`src/rtl/uart_pkg.sv`:
```
// -----------------------------------------------------------------------------
// uart_pkg
// Shared definitions for the UART receive (and matching transmit) path:
//   - uart_state_t : receiver FSM state encoding (3 bits)
//   - calc_cpb     : clocks per bit, CLK_FREQ/BAUD truncated
//   - calc_half    : half a bit period, CPB/2 truncated
//   - cnt_width    : width of a counter that must hold values 0..n-1
//   - even_parity_err : 1 when data plus parity bit hold an odd number of ones
// -----------------------------------------------------------------------------
package uart_pkg;

    typedef enum logic [2:0] {
        LINE_WAIT = 3'd0,
        IDLE      = 3'd1,
        START     = 3'd2,
        DATA      = 3'd3,
        PARITY    = 3'd4,
        STOP      = 3'd5
    } uart_state_t;

    function automatic int calc_cpb(input int clk_freq, input int baud);
        return clk_freq / baud;
    endfunction

    function automatic int calc_half(input int cpb);
        return cpb / 2;
    endfunction

    // Never returns 0 so a degenerate count still yields a legal vector.
    function automatic int cnt_width(input int n);
        return (n > 1) ? $clog2(n) : 1;
    endfunction

    // Narrower data words are zero-extended by the caller; zeros do not
    // change the parity.
    function automatic logic even_parity_err(input logic [7:0] data, input logic par_bit);
        return (^data) ^ par_bit;
    endfunction

endpackage

```
`src/rtl/uart_baud_cnt.sv`:
```
// -----------------------------------------------------------------------------
// uart_baud_cnt
// Free-running up-counter with a programmable terminal count. tick_o is high
// for the clock on which the count equals limit_i; the counter restarts from
// zero on that clock and whenever clr_i is high.
// Ports:
//   clk_i   : clock
//   rst_i   : asynchronous active-high reset
//   clr_i   : synchronous clear (parent asserts on every state entry)
//   limit_i : terminal count
//   tick_o  : count == limit_i this clock
// -----------------------------------------------------------------------------
module uart_baud_cnt #(
    parameter int WIDTH = 4
) (
    input  logic             clk_i,
    input  logic             rst_i,
    input  logic             clr_i,
    input  logic [WIDTH-1:0] limit_i,
    output logic             tick_o
);

    localparam logic [WIDTH-1:0] CNT_ZERO = WIDTH'(0);
    localparam logic [WIDTH-1:0] CNT_ONE  = WIDTH'(1);

    logic [WIDTH-1:0] cnt_r;

    assign tick_o = (cnt_r == limit_i);

    // Count register: restart on clear or on reaching the terminal count.
    always_ff @(posedge clk_i or posedge rst_i) begin
        if (rst_i) begin
            cnt_r <= CNT_ZERO;
        end else if (clr_i || tick_o) begin
            cnt_r <= CNT_ZERO;
        end else begin
            cnt_r <= cnt_r + CNT_ONE;
        end
    end

endmodule

```
`src/rtl/uart_rx_deser.sv`:
```
// -----------------------------------------------------------------------------
// uart_rx_deser
// Asynchronous-serial receiver with mid-bit sampling. Frame is start +
// DATA_BITS (LSB first) [+ even parity] + stop. CLK_FREQ/BAUD must be >= 4.
// Optional feature macro: UART_RX_PARITY_EN (adds the even-parity bit).
// Ports:
//   clk_i        : system clock
//   rst_i        : asynchronous active-high reset
//   rxd_i        : serial line, already synchronised to clk_i, idle high
//   data_o       : last correctly framed word, held between frames
//   valid_o      : one-cycle pulse, data_o updated this cycle
//   frame_err_o  : one-cycle pulse, stop bit sampled low
//   parity_err_o : one-cycle pulse with valid_o on parity mismatch (0 without macro)
//   busy_o       : high in every state except IDLE
// -----------------------------------------------------------------------------
module uart_rx_deser
    import uart_pkg::*;
#(
    parameter int CLK_FREQ  = 50000000,
    parameter int BAUD      = 9600,
    parameter int DATA_BITS = 8
) (
    input  logic                 clk_i,
    input  logic                 rst_i,
    input  logic                 rxd_i,
    output logic [DATA_BITS-1:0] data_o,
    output logic                 valid_o,
    output logic                 frame_err_o,
    output logic                 parity_err_o,
    output logic                 busy_o
);

    localparam int CPB  = calc_cpb(CLK_FREQ, BAUD);
    localparam int HALF = calc_half(CPB);
    localparam int CW   = cnt_width(CPB);
    localparam int BW   = cnt_width(DATA_BITS);

    localparam logic [CW-1:0]        HALF_LIM = CW'(HALF - 1);
    localparam logic [CW-1:0]        FULL_LIM = CW'(CPB - 1);
    localparam logic [BW-1:0]        LAST_BIT = BW'(DATA_BITS - 1);
    localparam logic [BW-1:0]        BIT_ONE  = BW'(1);
    localparam logic [DATA_BITS-1:0] DATA_ZERO = {DATA_BITS{1'b0}};

    uart_state_t          state_r, state_next_s;
    logic [CW-1:0]        limit_s;
    logic                 cnt_clr_s;
    logic                 tick_s;
    logic [DATA_BITS-1:0] shift_r, shift_next_s;
    logic [BW-1:0]        bit_idx_r, bit_idx_next_s;
    logic [DATA_BITS-1:0] data_r, data_next_s;
    logic                 valid_r, valid_next_s;
    logic                 frame_err_r, frame_err_next_s;
    logic                 busy_r;
`ifdef UART_RX_PARITY_EN
    logic                 par_bad_r, par_bad_next_s;
    logic                 par_pulse_r, par_pulse_next_s;
`endif

    // Every state entry restarts the bit timer.
    assign cnt_clr_s = (state_next_s != state_r);

    // Terminal count: half a bit to reach the middle of the start bit,
    // a full bit everywhere else.
    always_comb begin
        if (state_r == START) begin
            limit_s = HALF_LIM;
        end else begin
            limit_s = FULL_LIM;
        end
    end

    uart_baud_cnt #(
        .WIDTH (CW)
    ) u_baud_cnt (
        .clk_i   (clk_i),
        .rst_i   (rst_i),
        .clr_i   (cnt_clr_s),
        .limit_i (limit_s),
        .tick_o  (tick_s)
    );

    // Next-state and next-output logic.
    always_comb begin
        state_next_s     = state_r;
        shift_next_s     = shift_r;
        bit_idx_next_s   = bit_idx_r;
        data_next_s      = data_r;
        valid_next_s     = 1'b0;
        frame_err_next_s = 1'b0;
`ifdef UART_RX_PARITY_EN
        par_bad_next_s   = par_bad_r;
        par_pulse_next_s = 1'b0;
`endif
        case (state_r)
            // Wait for an idle (high) line so a line held low is never decoded.
            LINE_WAIT: begin
                if (rxd_i) begin
                    state_next_s = IDLE;
                end else begin
                    state_next_s = LINE_WAIT;
                end
            end
            IDLE: begin
                if (!rxd_i) begin
                    state_next_s = START;
                end else begin
                    state_next_s = IDLE;
                end
            end
            // A start bit that is high again at its middle was a glitch.
            START: begin
                if (tick_s) begin
                    if (rxd_i) begin
                        state_next_s = IDLE;
                    end else begin
                        state_next_s   = DATA;
                        bit_idx_next_s = {BW{1'b0}};
                    end
                end else begin
                    state_next_s = START;
                end
            end
            DATA: begin
                if (tick_s) begin
                    shift_next_s = {rxd_i, shift_r[DATA_BITS-1:1]};
                    if (bit_idx_r == LAST_BIT) begin
`ifdef UART_RX_PARITY_EN
                        state_next_s = PARITY;
`else
                        state_next_s = STOP;
`endif
                    end else begin
                        bit_idx_next_s = bit_idx_r + BIT_ONE;
                    end
                end else begin
                    state_next_s = DATA;
                end
            end
`ifdef UART_RX_PARITY_EN
            PARITY: begin
                if (tick_s) begin
                    par_bad_next_s = even_parity_err(8'(shift_r), rxd_i);
                    state_next_s   = STOP;
                end else begin
                    state_next_s = PARITY;
                end
            end
`endif
            // Sampled mid-stop-bit, so IDLE is back before the next start bit.
            STOP: begin
                if (tick_s) begin
                    if (rxd_i) begin
                        data_next_s  = shift_r;
                        valid_next_s = 1'b1;
`ifdef UART_RX_PARITY_EN
                        par_pulse_next_s = par_bad_r;
`endif
                        state_next_s = IDLE;
                    end else begin
                        frame_err_next_s = 1'b1;
                        state_next_s     = LINE_WAIT;
                    end
                end else begin
                    state_next_s = STOP;
                end
            end
            default: begin
                state_next_s = LINE_WAIT;
            end
        endcase
    end

    // FSM state register.
    always_ff @(posedge clk_i or posedge rst_i) begin
        if (rst_i) begin
            state_r <= LINE_WAIT;
        end else begin
            state_r <= state_next_s;
        end
    end

    // Datapath and registered outputs.
    always_ff @(posedge clk_i or posedge rst_i) begin
        if (rst_i) begin
            shift_r     <= DATA_ZERO;
            bit_idx_r   <= {BW{1'b0}};
            data_r      <= DATA_ZERO;
            valid_r     <= 1'b0;
            frame_err_r <= 1'b0;
            busy_r      <= 1'b0;
`ifdef UART_RX_PARITY_EN
            par_bad_r   <= 1'b0;
            par_pulse_r <= 1'b0;
`endif
        end else begin
            shift_r     <= shift_next_s;
            bit_idx_r   <= bit_idx_next_s;
            data_r      <= data_next_s;
            valid_r     <= valid_next_s;
            frame_err_r <= frame_err_next_s;
            busy_r      <= (state_next_s != IDLE);
`ifdef UART_RX_PARITY_EN
            par_bad_r   <= par_bad_next_s;
            par_pulse_r <= par_pulse_next_s;
`endif
        end
    end

    assign data_o      = data_r;
    assign valid_o     = valid_r;
    assign frame_err_o = frame_err_r;
    assign busy_o      = busy_r;
`ifdef UART_RX_PARITY_EN
    assign parity_err_o = par_pulse_r;
`else
    assign parity_err_o = 1'b0;
`endif

endmodule

```
`config.mk`:
```
export PLATFORM = sky130hd
export DESIGN_NAME = uart_rx_deser
export DESIGN_NICKNAME = d
export VERILOG_FILES = /design/src/rtl/uart_pkg.sv /design/src/rtl/uart_baud_cnt.sv /design/src/rtl/uart_rx_deser.sv
export SDC_FILE = /design/constraint.sdc
export NUM_CORES = 1
export LEC_CHECK = 0
export CAP_MARGIN = 20
export CORE_MARGIN = 10
export CORE_UTILIZATION = 52
export DETAILED_ROUTE_END_ITERATION = 7
export PLACE_DENSITY = 0.79
export SLEW_MARGIN = 30
export SYNTH_ARGS = -nofsm -noshare
export SYNTH_HDL_FRONTEND = slang
export SYNTH_HIERARCHICAL = 1
export SYNTH_SLANG_ARGS = --single-unit
```
`constraint.sdc`:
```
create_clock -name clk_i -period 3.2 [get_ports clk_i]
set_input_delay 0.64 -clock clk_i [delete_from_list [all_inputs] [get_ports clk_i]]
set_output_delay 0.64 -clock clk_i [all_outputs]
set_load 0.02 [all_outputs]
```
==> impl_metrics.tcl <==
set metrics [dict create \
    start_util 0.549 \
    rsz0062_at_grt "false" \
    n_antenna_cell 0 \
    cp.required_ps 3370 \
    die_area_mm2 0.00687 \
    intPower_mw 0.910 \
    grt_pass1_wl_um 6730 \
    grt_overflow_total 0 \
    power_density_mw_per_mm2 580 \
    ir_drop_mv 0.359 \
    slew_viol_final 0 \
    clock-sinks 38 \
    syn2layout_area_growth_pct 13.1 \
    synthArstFlopShare 1.00 \
    fin_ws_ps 317 \
    dp_hpwl_um 2880 \
    die_y_um 82.9 \
    p_clk_frac 0.301 \
    fin_crit_sh 0.901 \
    worst_slew_pin_slew_ps 507 \
    whs_endpoint "data_o[0]" \
    synth.avg_cell_area_um2 12.3 \
    setup_viol 0 \
    stdcell_count 235 \
    io_buffer_count 13 \
    synth_edf_count 0 \
    grt_pass1_vias 1406 \
    seq_area_frac_synth 0.462 \
    post_drt_wl_per_cell_um 16.3 \
    ys_types 45 \
    r2r_slack_ps 320 \
    insertion_delay_ps 290 \
    arrival_ps 3050 \
    nets 192 \
    fin_crit_ps 2880 \
    cp-start-kind "flop" \
    routed-via-count 1321 \
    ys_warn_count 6 \
    reg2reg_from "state_r[2]" \
    timing.fmax_ghz 0.347 \
    swShare 0.325 \
    yosys_most_used_dff "dfrtp_1" \
    place_inst 227 \
    final_antenna_net_count 0 \
    reg2reg_depth 12 \
    design_area_mm2 0.00233 \
    netlist_instances 167 \
    seqPwrFrac 0.465 \
    finalClockSkew_ps 5.99 \
    hold_path_class "reg2reg" \
    path_max_fanout 13 \
    cts_buffer_depth 2 \
    cp-end-kind "flop" \
    drtIter0Drc 65 \
    hold_start "data_o[0]" \
    ff_latch_area_um2 951 \
    grt_max_degree 26 \
    cts_resized 0 \
    p_sw_mw 0.439 \
    clkTransAtPathRegs_ps 80 \
    synth.cell_area_mm2 0.00206 \
    filler_cell_count 300 \
    antenna_found_initial 0 \
    hold_ws_ps 505 \
    cts_setup_buffers 0 \
    dp_slack_ps 325 \
    whs_path_depth 1 \
    gp_congestion 0.861 \
    timing.slew.headroom 0.662 \
    reg2reg_to "u_baud_cnt/cnt_r[10]" \
    drc_errors 0 \
    dieWidth_um 82.9 \
    firstDrtPassIters 4 \
    p_leak_nw 1.04 \
    dpl_cell_area_mm2 0.00221 \
    ys_ff_latch 38 \
    cts_tree "built" \
    row_count 22 \
    core_mm2 0.00374 \
    cts_made_buffers 5 \
    status "completed" \
    drt-vias-per-instance 5.62 \
    drt-total-wl_um 3830 \
    ios 15 \
    multi_input_area_mm2 0.00100 \
    grt_usage 0.114 \
    ctsRootBufferMaster "clkbuf_8" \
    combPwrFrac 0.234 \
    crit_type "reg2reg" \
    final-hold-violation-count 0 \
    maxCapViolCount 0 \
    h-tree-depth 2 \
    drive_above_1_share 0.257 \
    tns_ps 0 \
    ctsHoldBuffers 0 \
]
power groups by stage:
| stage | logic (mW) | clock network (mW) | registers (mW) |
|---|---|---|---|
| after global placement | 0.296 | 0 | 0.634 |
| after detailed placement | 0.317 | 0 | 0.635 |
| after global routing | 0.350 | 0.434 | 0.639 |
| after CTS | 0.318 | 0.411 | 0.626 |
| final | 0.316 | 0.407 | 0.627 |
| after floorplan | 0.298 | 0 | 0.603 |
cells in the final DEF, fill, tap and decap left out, types with 2 or more instances in the layout:
cell type and instances:
xor2_1 12, and4_1 2, clkinvlp_4 2, buf_4 6, nand3_1 3, nand4_1 4
clkdlybuf4s50_1 13, clkbuf_8 5, o21ai_0 3, nor3_1 4, nor2_1 5, nand2_1 4
xnor2_1 12, and2_1 2, conb_1 5, inv_1 5, a211oi_1 13, nor3b_1 2
ha_1 3, nand3_2 2, dfrtp_1 38, mux2_2 17
per-stage QoR:
| step | total power, mW | utilization |
|---|---|---|
| floorplan | 0.901 | - |
| global placement | 0.930 | 0.591 |
| detailed placement | 0.952 | 0.591 |
| CTS | 1.36 | 0.621 |
| global route | 1.42 | 0.621 |
| finish | 1.35 | 0.621 |
cells by family after synthesis:
group	Yosys count	synth area share
fa+ha+maj	3	0.0183
simple gates	40	0.155
flops	38	0.462
mux	20	0.112
buf+inv	16	0.0553
compound gates	23	0.0833
xor+xnor	25	0.110
other cells	2	0.00365
how the worst max path moves through the flow:
| stage | from | endpoint | depth (start not counted) |
|---|---|---|---|
| after floorplan | state_r[1] | u_baud_cnt/cnt_r[2] | 15 |
| after global placement | state_r[2] | u_baud_cnt/cnt_r[10] | 12 |
| after detailed placement | state_r[2] | u_baud_cnt/cnt_r[8] | 12 |
| after CTS | state_r[2] | u_baud_cnt/cnt_r[8] | 12 |
| after global routing | state_r[2] | u_baud_cnt/cnt_r[10] | 12 |
| final | state_r[2] | u_baud_cnt/cnt_r[10] | 12 |
layer usage:
| metal | track usage | share of wire |
|---|---|---|
| met5 | 0 | 0 |
| met4 | 0.0492 | 0.017 |
| met3 | 0.0381 | 0.045 |
| met2 | 0.196 | 0.54 |
| met1 | 0.124 | 0.40 |
synthesized netlist by cell type, types with 2 or more instances:
cell type,n,area share
dfrtp_1,38,0.46
mux2_2,17,0.093
a211oi_1,13,0.047
xnor2_1,12,0.051
xor2_1,12,0.051
buf_6,6,0.033
inv_1,6,0.011
nor2_1,5,0.0091
nand2_1,4,0.0073
nand4_1,4,0.012
nor3_1,4,0.0097
ha_1,3,0.018
nand3_1,3,0.0073
o21ai_0,3,0.0073
and2_1,2,0.0061
and4_1,2,0.0085
buf_4,2,0.0073
conb_1,2,0.0037
nand3_2,2,0.0097
nor3b_1,2,0.0073
critical path, cell delays in order (launching register included):
cell      delay (ps)
dfrtp_1          500
nor2b_4          210
and2_2           260
inv_1            160
xnor2_1          220
nand4_2          150
nor3_4           210
and2_1           300
nand2b_1         170
nor3_1            60
a211oi_1         220
buf_4            240
a211oi_1          70
state kept, by name (all words and copies together) (netlist names):
signal	cells
valid_o	1
bit_idx_r	3
state_r	3
u_baud_cnt/cnt_r	13
data_o	8
frame_err_o	1
shift_r	8
busy_o	1
area by class of cell:
type,count,area share
Sequential cell,38,0.409
Timing Repair Buffer,19,0.0753
Multi-Input combinational cell,116,0.431
Inverter,6,0.00968
Clock inverter,3,0.0194
Clock buffer,5,0.0296
Tap cell,48,0.0258
(Power assumes the default switching activity.)
